==> config.mk <==
export PLATFORM = sky130hd
export DESIGN_NAME = quad_stepper
export DESIGN_NICKNAME = d
export VERILOG_FILES = /design/src/rtl/quad_stepper.sv
export SDC_FILE = /design/constraint.sdc
export NUM_CORES = 1
export LEC_CHECK = 0
export ABC_AREA = 1
export CAP_MARGIN = 30
export CORE_MARGIN = 2
export CORE_UTILIZATION = 40
export DETAILED_ROUTE_END_ITERATION = 12
export GPL_TIMING_DRIVEN = 1
export HOLD_SLACK_MARGIN = 0.05
export PLACE_DENSITY = 0.62
export REMOVE_ABC_BUFFERS = 1
export SKIP_LAST_GASP = 1
export SLEW_MARGIN = 10
export SYNTH_ARGS = -nofsm -noshare
export SYNTH_HDL_FRONTEND = slang
export SYNTH_SLANG_ARGS = --single-unit
==> constraint.sdc <==
create_clock -name clk -period 1.5 [get_ports clk]
set_input_delay 0.375 -clock clk [delete_from_list [all_inputs] [get_ports clk]]
set_output_delay 0.375 -clock clk [all_outputs]
set_load 0.02 [all_outputs]
==> src/rtl/quad_stepper.sv <==
// Quadrature encoder stimulus generator: takes a direction/count step command and
// emits a glitch-free A/B quadrature sequence, holding each phase for DWELL clocks.
module quad_stepper #(
  parameter int WIDTH = 8,
  parameter int DWELL = 16
) (
  input  logic             clk,
  input  logic             reset,
  input  logic             cmd_valid,
  output logic             cmd_ready,
  input  logic             cmd_dir,
  input  logic [WIDTH-1:0] cmd_count,
  output logic             enc_a,
  output logic             enc_b,
  output logic             busy,
  output logic             done,
  output logic [WIDTH-1:0] position
);

  typedef enum logic [1:0] {
    IDLE,
    HOLD,
    FINISH
  } state_t;

  localparam logic [15:0] DWELL_RELOAD = 16'(DWELL - 1);

  state_t           state;
  logic             dir_q;
  logic [WIDTH-1:0] remaining;
  logic [15:0]      dwell_cnt;

  logic             step_dir;
  logic             next_a;
  logic             next_b;
  logic [WIDTH-1:0] next_position;

  // The accept edge steps with the incoming direction; later steps use the latched one.
  always_comb begin
    step_dir = (state == IDLE) ? cmd_dir : dir_q;
    if (step_dir) begin
      next_a        = ~enc_b;
      next_b        = enc_a;
      next_position = position + WIDTH'(1);
    end else begin
      next_a        = enc_b;
      next_b        = ~enc_a;
      next_position = position + {WIDTH{1'b1}};
    end
  end

  assign busy = ~cmd_ready;

  always_ff @(posedge clk or negedge reset) begin
    if (!reset) begin
      state     <= IDLE;
      dir_q     <= 1'b0;
      remaining <= '0;
      dwell_cnt <= '0;
      enc_a     <= 1'b0;
      enc_b     <= 1'b0;
      position  <= '0;
      done      <= 1'b0;
      cmd_ready <= 1'b1;
    end else begin
      done <= 1'b0;
      case (state)
        IDLE: begin
          if (cmd_valid) begin
            dir_q     <= cmd_dir;
            cmd_ready <= 1'b0;
            if (cmd_count != '0) begin
              enc_a     <= next_a;
              enc_b     <= next_b;
              position  <= next_position;
              remaining <= cmd_count - WIDTH'(1);
              dwell_cnt <= DWELL_RELOAD;
              state     <= HOLD;
            end else begin
              done  <= 1'b1;
              state <= FINISH;
            end
          end
        end
        HOLD: begin
          if (dwell_cnt != '0) begin
            dwell_cnt <= dwell_cnt - 16'd1;
          end else if (remaining != '0) begin
            enc_a     <= next_a;
            enc_b     <= next_b;
            position  <= next_position;
            remaining <= remaining - WIDTH'(1);
            dwell_cnt <= DWELL_RELOAD;
          end else begin
            done  <= 1'b1;
            state <= FINISH;
          end
        end
        FINISH: begin
          cmd_ready <= 1'b1;
          state     <= IDLE;
        end
        default: begin
          cmd_ready <= 1'b1;
          state     <= IDLE;
        end
      endcase
    end
  end

endmodule
==> reports/qor.txt <==
Leakage - 2.259 nW
Fin crit period - 1769 ps
GRT Total Usage - 24.49%
Required time of the critical path - 1710 ps
Num rows - 29
EDFF count, synth - 0
Final core occ - 70.21%
Yosys warns - 0
Failing checks - setup timing
Slew of the pin with the lowest slew margin - 423.7 ps
N_diodes - 0
Worst VDD drop - 0.001110 V
WL per Instance - 15.51 µm
Vias - 3126
Hold crit path type - in -> async
Share of layout cells above drive strength 1 - 47.08%
Core box area - 6350 µm²
IO Count - 25
Synthesized area per cell - 7.013 µm²
DRT iter0 DRCs - 184
Pin count of the biggest net entering global routing - 19
Status - complete, but fails checks
Worst clock skew - 10.90 ps
Asr flop ratio synth - 100.0%
Die Footprint - 7239 µm²
Synth cell types - 33
Rel. slew slack - 71.46%
PD cells - 1839 nW/µm²
Post-DP HPWL - 5055 µm
Crit. End Element - register
Global-route wire length before repair - 14200 µm
Dominant synthesized flop cell - dfrtp_1
Drt pass-1 iters - 5
Critical Path Start - state[0]
Syn Inst Count - 375
Worst-case clock buffer depth - 2
H-tree levels - 2
Pins Over Slew Limit - 0
Crit share post-route - 117.9%
Chip width - 85.09 µm
Worst-path clk slew - 90 ps
Layout overhead on the synthesized area - 69.51%
Routability cong. - 0.8267
Post-route DRC violation count - 0
Total Nets Final - 528
TritonCTS clock tree - yes
Global route overflow - 0
Final worst setup slack - -268.9 ps
CTS buffer count - 5
Maxcap violations - 0
RSZ-0062 raised after global routing - true
WHS - 464.6 ps
Final hold vios - 0
Fmax - 565.3 MHz
Final setup viols - 37
Crit path DAT - 1980 ps
Final cell count without fillers - 591
Number of global-route vias before repair - 3010
Die H - 85.09 µm
Finished Cell Area - 4458 µm²
Crit Path Class - reg -> reg
Antenna violations before repair - 0
Register area share after synthesis - 37.16%
Synthesized flop and latch total - 39
RR Startpoint - state[0]
DP Area - 3501 µm²
Initial Util - 41.42%
Clk sinks - 39
Post-Syn Area - 2630 µm²
Power, Total - 0.008197 W
Element type at the critical path start - register
Final wirelength - 9168 µm
Clock latency on the worst-skew pair - 310 ps
Root Buffer - clkbuf_8
Vias per cell - 5.289
Crit-path max FO - 4
ANT nets after route - 0
I/O Buffers - 24
Placed insts - 546
[logic make-up after synthesis]
group / Yosys count / share of synthesized area, %
compound gates: 54 / 11.89
xor+xnor: 10 / 3.330
fa+ha+maj: 3 / 1.427
buf+inv: 72 / 11.94
flops: 39 / 37.16
simple gates: 197 / 34.25
[layout make-up]
class                      instances  area (µm²)
fill                             453        1892
multi-input combinational        264        1787
timing repair buffer             136        1157
sequential                        39       978.4
inverter                          64       266.5
tap                               77       96.34
clock buffer                       5       68.82
clock inverter                     3       67.56
timing repair inverter             3       36.28
[sequential cells by signal, indices dropped and copies added, names as in the netlist]
name,flops
dir_q,1
remaining,8
enc_a,1
cmd_ready,1
dwell_cnt,16
enc_b,1
done,1
state,2
position,8
[worst paths after layout]
kind / to / slack (ps) / cells past startpoint
worst max-delay path: position[6] / -270 / 11
worst min-delay path: position[1] / 460 / 2
worst max register to register: position[6] / -270 / 11
worst min register to register: cmd_ready / 480 / 2
max in group asynchronous: dwell_cnt[6] / 630 / 3
min in group clk: cmd_ready / 480 / 2
[Yosys cell counts (6+ instances only)]
cell type / count / share of area (%)
nand2_2: 7 / 1.7
nand3_1: 26 / 4.9
nand2_1: 103 / 15
nand4_1: 16 / 3.8
inv_1: 59 / 8.4
dfrtp_1: 38 / 36
o21ai_0: 25 / 4.8
nor2_1: 29 / 4.1
o21ai_2: 6 / 2.0
o21ai_1: 16 / 3.0
[report_power, final]
group          internal (W)  switching (W)
Sequential          0.00152       0.000402
Combinational       0.00239        0.00279
Clock              0.000664       0.000438
Total               0.00457        0.00363
[metal layers]
layer	share of wire [%]	vias to the layer above	GRT usage (%)
met1	39	1483	30.12
met4	3.5	0	8.802
li1	-	1484	-
met2	52	126	43.18
met3	5.0	33	3.891
met5	0	-	0
[per-stage QoR]
step                setup slack [ps]  TNS [ps]
detailed placement            -557.0    -13670
global placement              -456.0    -12540
finish                        -268.9     -5479
floorplan                     -178.3     -3880
global route                  -329.8     -7950
CTS                           -182.3     -2974
[cells in the final DEF, fill, tap and decap left out, types with 3 or more instances in the layout]
| cell | n |
|---|---|
| nand3_2 | 9 |
| nor2_4 | 9 |
| o21ai_1 | 20 |
| inv_2 | 13 |
| clkdlybuf4s50_1 | 6 |
| clkbuf_8 | 5 |
| dlygate4sd2_1 | 13 |
| xnor2_1 | 4 |
| nand4_1 | 16 |
| buf_12 | 5 |
| o21ai_2 | 18 |
| nand2_1 | 74 |
| nor2_1 | 15 |
| buf_4 | 97 |
| xor2_1 | 5 |
| buf_6 | 8 |
| nand2_8 | 3 |
| nand3_1 | 16 |
| dfrtp_1 | 37 |
| nand2_2 | 19 |
| inv_1 | 48 |
| nor2_2 | 11 |
| o21ai_0 | 7 |
| nand2_4 | 17 |
[worst max-delay path, cell delays in order (launching register included)]
cell	delay, ps
dfrtp_2	500
nor2_4	200
nand2_4	120
buf_6	130
nand3_2	70
nand2_2	110
nor2_2	180
nand3_2	130
nand2_1	70
nand2_1	50
nand3_1	60
nand2_1	50
[what timing repair did]
action / CTS / global route
hold buffers: 1 / 0
gates cloned: 4 / 0
endpoints found under the hold margin: 6 / 0
setup endpoints to repair: 48 / 38
gates resized for setup: 111 / 74
pin swaps: 27 / 35
setup buffers: 22 / 13
Power figures use the tool's default switching activity.
